**config.mk**
```make
export PLATFORM = sky130hd
export DESIGN_NAME = mlaccel_seq
export DESIGN_NICKNAME = d
export VERILOG_FILES = /design/src/rtl/mlaccel_seq.sv
export SDC_FILE = /design/constraint.sdc
export NUM_CORES = 1
export LEC_CHECK = 0
export BUFFER_PORTS_ARGS = -buffer_cell sky130_fd_sc_hd__buf_2
export CORE_MARGIN = 8
export CORE_UTILIZATION = 45
export CTS_BUF_LIST = sky130_fd_sc_hd__clkbuf_4 sky130_fd_sc_hd__clkbuf_8
export DETAILED_ROUTE_END_ITERATION = 10
export GPL_ROUTABILITY_DRIVEN = 0
export PLACE_DENSITY = 0.72
export SLEW_MARGIN = 25
export SYNTH_ARGS = -nofsm -noshare
export SYNTH_HDL_FRONTEND = slang
export SYNTH_SLANG_ARGS = --single-unit
```
**constraint.sdc**
```tcl
create_clock -name clock -period 5.3 [get_ports clock]
set_clock_uncertainty 0.15 [all_clocks]
set_input_delay 0.795 -clock clock [delete_from_list [all_inputs] [get_ports clock]]
set_output_delay 0.795 -clock clock [all_outputs]
set_load 0.05 [all_outputs]
```
**src/rtl/mlaccel_seq.sv**
```systemverilog
// Instruction sequencer: fetches, runs call/return/jump, forwards the rest.
// Optional fetch/halt trace when MLACCEL_SEQ_TRACE_EN is defined.
module mlaccel_seq (
  input  logic        clock,
  input  logic        reset,
  input  logic        start,
  input  logic [15:0] addr,
  output logic        busy,
  output logic        smem_valid,
  input  logic        smem_ready,
  output logic [15:0] smem_addr,
  input  logic [31:0] smem_data,
  output logic        comp_valid,
  input  logic        comp_ready,
  output logic [31:0] comp_insn
);
  typedef enum logic [1:0] {
    IDLE, FETCH, EXEC, ISSUE
  } state_t;

  localparam logic [7:0] OP_CALL = 8'h01;
  localparam logic [7:0] OP_RET  = 8'h02;
  localparam logic [7:0] OP_JUMP = 8'h03;

  state_t      state_q;
  logic [15:0] pc_q;
  logic [15:0] raddr_q;
  logic        rst_pend_q;
  logic        pend_q;
  logic [31:0] insn_q;
  logic [15:0] stk_q [4];
  logic [1:0]  sp_q;
  logic [2:0]  cnt_q;
  logic        smem_valid_q;
  logic [15:0] smem_addr_q;
  logic        comp_valid_q;
  logic [31:0] comp_insn_q;

  logic [15:0] tgt_d;
  logic [15:0] inc_d;
  logic [15:0] top_d;
  logic [15:0] ra_d;
  logic        is_call;
  logic        is_ret;
  logic        is_jump;
  logic        outst;

  assign tgt_d   = insn_q[31:16];
  assign inc_d   = pc_q + 16'd1;
  assign top_d   = stk_q[sp_q - 2'd1];
  assign ra_d    = start ? addr : raddr_q;
  assign is_call = insn_q[7:0] == OP_CALL;
  assign is_ret  = insn_q[7:0] == OP_RET;
  assign is_jump = insn_q[7:0] == OP_JUMP;
  assign outst   = smem_valid_q | pend_q;

  assign busy       = state_q != IDLE;
  assign smem_valid = smem_valid_q;
  assign smem_addr  = smem_addr_q;
  assign comp_valid = comp_valid_q;
  assign comp_insn  = comp_insn_q;

  always_ff @(posedge clock) begin
    if (reset) begin
      state_q      <= IDLE;
      pc_q         <= '0;
      raddr_q      <= '0;
      rst_pend_q   <= 1'b0;
      pend_q       <= 1'b0;
      insn_q       <= '0;
      sp_q         <= '0;
      cnt_q        <= '0;
      smem_valid_q <= 1'b0;
      smem_addr_q  <= '0;
      comp_valid_q <= 1'b0;
      comp_insn_q  <= '0;
      for (int i = 0; i < 4; i++)
        stk_q[i] <= '0;
    end else begin
      unique case (state_q)
        IDLE: begin
          if (start) begin
            pc_q         <= addr;
            sp_q         <= '0;
            cnt_q        <= '0;
            state_q      <= FETCH;
            smem_valid_q <= 1'b1;
            smem_addr_q  <= addr;
          end
        end
        FETCH: begin
          if (start) begin
            pc_q  <= addr;
            sp_q  <= '0;
            cnt_q <= '0;
            // a live request must see its ready before a new one goes out
            if (!outst) begin
              smem_valid_q <= 1'b1;
              smem_addr_q  <= addr;
            end else begin
              smem_valid_q <= 1'b0;
              pend_q       <= ~smem_ready;
            end
          end else if (pend_q) begin
            if (smem_ready)
              pend_q <= 1'b0;
          end else if (!smem_valid_q) begin
            smem_valid_q <= 1'b1;
            smem_addr_q  <= pc_q;
          end else if (smem_ready) begin
            smem_valid_q <= 1'b0;
            insn_q       <= smem_data;
            state_q      <= EXEC;
          end
        end
        EXEC: begin
          if (start) begin
            pc_q         <= addr;
            sp_q         <= '0;
            cnt_q        <= '0;
            state_q      <= FETCH;
            smem_valid_q <= 1'b1;
            smem_addr_q  <= addr;
          end else begin
            unique case (1'b1)
              is_call: begin
                stk_q[sp_q]  <= inc_d;
                sp_q         <= sp_q + 2'd1;
                if (cnt_q != 3'd4)
                  cnt_q <= cnt_q + 3'd1;
                pc_q         <= tgt_d;
                state_q      <= FETCH;
                smem_valid_q <= 1'b1;
                smem_addr_q  <= tgt_d;
              end
              is_ret: begin
                if (cnt_q == 3'd0) begin
                  state_q <= IDLE;
                end else begin
                  sp_q         <= sp_q - 2'd1;
                  cnt_q        <= cnt_q - 3'd1;
                  pc_q         <= top_d;
                  state_q      <= FETCH;
                  smem_valid_q <= 1'b1;
                  smem_addr_q  <= top_d;
                end
              end
              is_jump: begin
                pc_q         <= tgt_d;
                state_q      <= FETCH;
                smem_valid_q <= 1'b1;
                smem_addr_q  <= tgt_d;
              end
              default: begin
                comp_valid_q <= 1'b1;
                comp_insn_q  <= insn_q;
                state_q      <= ISSUE;
              end
            endcase
          end
        end
        ISSUE: begin
          if (comp_ready) begin
            comp_valid_q <= 1'b0;
            state_q      <= FETCH;
            smem_valid_q <= 1'b1;
            if (start | rst_pend_q) begin
              rst_pend_q  <= 1'b0;
              pc_q        <= ra_d;
              sp_q        <= '0;
              cnt_q       <= '0;
              smem_addr_q <= ra_d;
            end else begin
              pc_q        <= inc_d;
              smem_addr_q <= inc_d;
            end
          end else if (start) begin
            rst_pend_q <= 1'b1;
            raddr_q    <= addr;
          end
        end
      endcase
    end
  end

`ifdef MLACCEL_SEQ_TRACE_EN
  always_ff @(posedge clock) begin
    if (!reset && state_q == EXEC) begin
      $display("trace pc=%h insn=%h", pc_q, insn_q);
      if (!start && is_ret && cnt_q == 3'd0)
        $display("trace halt");
    end
  end
`else
`endif

endmodule

```
# == After elaboration in Yosys (flattened, before gate mapping) ==
# Memories as Yosys holds them, arrays and structs flattened.
# Cells that the tools add are included.
# Widths: inputs -> output; s select.
# classes
add_sub_neg,5
eq_ne,26
n_mux,68
bitwise,7
n_reduce_logical,21
# ops
cell,count
$mux 16,11
$pmux 16 s4,1
$pmux 16 s3,1
$pmux 16 s2,1
$mux 1,26
$mux 2,13
$mux 3,6
$ne 2x2->1 const B,9
$add 16x1->16 const B,1
$eq 8x2->1 const B,2
$ne 4x4->1 const B,4
$reduce_or 16->1,1
$reduce_and 5->1,3
$ne 3x3->1 const B,4
$reduce_and 6->1,2
$pmux 3 s3,1
$eq 8x1->1 const B,1
$pmux 2 s2,2
$pmux 2 s4,1
$reduce_and 4->1,2
$reduce_and 7->1,1
$ne 2x1->1 const B,3
$pmux 2 s3,1
$pmux 3 s2,1
other kinds (17),29
# word_totals
ff_bits,123
ram_bits,64
n_memories,1
# mem_list
memory,depth,word_bits,read_ports,rd_ports_with_merged_regs,write_ports,line,rtl
stk_q,4,16,1,0,4,31,logic [15:0] stk_q [4];

# == Logic depth before layout (Yosys ltp) ==
# depth
ltp_word,8
depth_mapped,11
depth_no_buf,8

# == Worst setup path after synthesis ==
# No wires, ideal clock.
# synth_timing
path_type,register -> register
startpoint,reg insn_q[2]
endpoint,"mem stk_q[2][0], enable pin"
setup_ps,372
arrival_ps,2533
path_slack_ps,2245
path_stages_with_launch,9
cell_sequence,dfxtp_1 > nor4_1 > nand2_2 > nor3_1 > nand2_1 > buf_2 > or2_2 > clkbuf_1 > nand2_1
# synth_lines
element,line,rtl
"start, declared",30,logic [31:0] insn_q;
"start signal, assigned",112,insn_q <= smem_data;
"end, declared",31,

==> out/metrics.cfg <==
[outcome]
status=completed

[critical_path]
startpoint=insn_q[2]$_SDFFE_PP0P_
cp_top_family=simple AND/OR/NAND/NOR gates
worstPathMaxFanout=17
timing.rr.start=insn_q[2]$_SDFFE_PP0P_
end_kind=register
slowest_delay_ps=860
path_class=register to register
crit_chain=nor4_1, nand2_2, nor3_1, nand2_1, or3_1, nand2_1
r2r_slack_ps=1150
cp_slowest_cell=nor4_1
cp_data_required_time_ps=5270
cp.arrival_ps=4120
ff2ff_path_depth=6
endpoint=stk_q[0][11]$_SDFFCE_PN0P_
cp.depth=6
cp_num_buf_inv=0
crit_top_cell=nand2_1
startpoint_type=register
r2r-end=stk_q[0][11]$_SDFFCE_PN0P_

[power]
p_leak_nw=3.65
peakVddDrop_mv=0.246
power.total_mw=3.36
p_per_area_nw_per_um2=337

[timing]
maxSlewHeadroom=0.316
finalCriticalPeriod_ps=4150
max_freq_mhz=241
timing_hold_violations_final=0
setup_violations=0
fin_crit_sh=0.783
worst_slew_pin_slew_ps=1030
slew_violations=0
rsz0062_at_grt=no
setup-tns-final_ps=0

[logic_synthesis]
synth_top_family_by_area=simple AND/OR/NAND/NOR gates
yosysUniqueCellTypes=57
synth_most_common_cell=nand2_1
synth_commonest_cells=225 x nand2_1, 132 x a21oi_1, 123 x dfxtp_1, 91 x nor2_1, 64 x edfxtp_1
synth.area.mux_share=0.0661
synth_xor_area_frac=0.0168
synth_edf_count=64
ys.flop_type=dfxtp_1
yosys-top-cells-area=dfxtp_1 28%, edfxtp_1 22%, nand2_1 9.5%, a21oi_1 7.4%, mux4_2 4.1%
yosys_warnings=0
yosys.area_share.simple=0.192
synth_fa_ha_area_frac=0.0107
postSynthRegisterBits=187
syn_nets=1060
syn-instance-count=1000
ys_seq_area_frac=0.494
synth_compound_area_frac=0.172
avgSynthCellArea_um2=8.88
async_reset_ff_frac=0
yosys.area.top_type=dfxtp_1
syn_area_um2=8880
synth.top_cell.area_share=0.277

[clocking]
clock_sinks=187
cts-root-buf=clkbuf_8
htree_levels=4
clkSlewWorstSetupHoldPaths_ps=100
post-cts-setup-buffers=0
cts_tree=done
clkLatencyLatePin_ps=490
cts.repair.resized=0
cts_buffers=17
postCtsHoldBufs=0
clock_path_buffers=2

[route]
drtIter0Drc=818
finalWirelength_mm=25.4
wire_per_inst_um=18.9
via_count=7681
ant_nets=0
drt_pre_antenna_iters=5
drc=0
vias_per_cell=5.74

[floorplan]
die_width_um=156
ios=104
dieArea_um2=24500
floorplan.initialDensity=0.458
rows=51
die_h_um=156
coreArea_um2=19400

[grt]
grt_pass1_wl_mm=40.0
grt_max_degree=87
grtUsageTotal=0.208
antenna_found_initial=0
overflow=0
grt_pass1_vias=7319

[finish]
antenna_cells=0
final-seq-area_um2=4380
fillerInstances=1867
final_nets=1121
drive_gt1_frac=0.183
multi_input_area_um2=4080
area_delta_synth_final_pct=12.2

[placement]
io_buffer_count=103
dp_hpwl_mm=17.7

[hold_path]
min-delay-path-class=register to register

[job]
cap_violations=0

layout by cell type, fill, tap and decap left out, drive strengths merged, types with 15 or more instances in the layout:
cell	synthesis	final
a311oi	17	17
clkbuf	62	18
nand2	226	226
nor3	16	16
dfxtp	123	123
nand3	15	15
o21ai	20	20
nor2	91	91
inv	30	39
a21oi	132	132
buf	14	118
edfxtp	64	64
mux4	16	16
power breakdown:
group	total, mW	switching [mW]	internal [mW]
clock network	1.03	0.572	0.454
registers	1.64	0.0810	1.56
logic	0.689	0.475	0.214
total	3.36	1.13	2.23
sequential cells by signal, indices dropped and copies added (netlist names):
| register | count |
|---|---|
| sp_q | 2 |
| comp_insn | 32 |
| comp_valid | 1 |
| rst_pend_q | 1 |
| smem_addr | 16 |
| stk_q | 64 |
| state_q | 2 |
| pc_q | 16 |
| pend_q | 1 |
| insn_q | 32 |
| cnt_q | 3 |
| raddr_q | 16 |
| smem_valid | 1 |
area by class of cell:
| cell class | count | area share |
|---|---|---|
| Clock buffer | 18 | 0.0249 |
| Clock inverter | 14 | 0.0175 |
| Inverter | 30 | 0.0113 |
| Multi-Input combinational cell | 707 | 0.409 |
| Sequential cell | 187 | 0.440 |
| Tap cell | 265 | 0.0333 |
| Timing Repair Buffer | 118 | 0.0633 |
metal layers:
metal / global-route usage / vias to the layer above / share of wire
met5: 0 / - / 0
met4: 0.0755 / 0 / 0.023
met3: 0.0516 / 54 / 0.099
met2: 0.334 / 364 / 0.47
met1: 0.267 / 3619 / 0.41
li1: - / 3644 / -
cells by family after synthesis:
| logic type | after synthesis |
|---|---|
| AO/OA/AOI/OAI | 242 |
| XOR/XNOR | 17 |
| adder cells (fa/ha/maj) | 7 |
| buffers and inverters | 106 |
| flip-flops | 187 |
| multiplexers | 37 |
| AND/OR/NAND/NOR | 404 |
tightest hold or removal path: cells and delay by family, from the launching register on:
kind	cells	cell delay [ps]
AOI/OAI and AO/OA	1	50
DFF	1	320
and+or+nand+nor	1	50
through the flow:
step / instances / setup WS [ps] / instance area, um^2 / hold slack, ps / util
finish: 1339 / 1150 / 9960 / 292 / 0.513
floorplan: 1000 / 2240 / 8880 / 282 / -
global placement: 1307 / 1440 / 9530 / 287 / 0.491
CTS: 1339 / 1180 / 9960 / 295 / 0.513
detailed placement: 1307 / 1230 / 9540 / 291 / 0.492
global route: 1339 / 904 / 9960 / 320 / 0.513
worst min path at each step:
| stage | start | to | slack [ps] | depth (start not counted) |
|---|---|---|---|---|
| after floorplan | insn_q[10]$_SDFFE_PP0P_ | comp_insn[10]$_SDFFE_PP0P_ | 280 | 2 |
| after global placement | insn_q[13]$_SDFFE_PP0P_ | comp_insn[13]$_SDFFE_PP0P_ | 290 | 2 |
| after detailed placement | insn_q[13]$_SDFFE_PP0P_ | comp_insn[13]$_SDFFE_PP0P_ | 290 | 2 |
| after CTS | insn_q[9]$_SDFFE_PP0P_ | comp_insn[9]$_SDFFE_PP0P_ | 300 | 2 |
| after global routing | comp_insn[19]$_SDFFE_PP0P_ | comp_insn[19]$_SDFFE_PP0P_ | 320 | 2 |
| final | insn_q[9]$_SDFFE_PP0P_ | comp_insn[9]$_SDFFE_PP0P_ | 290 | 2 |
No activity file was read; power rests on OpenSTA's default activity.
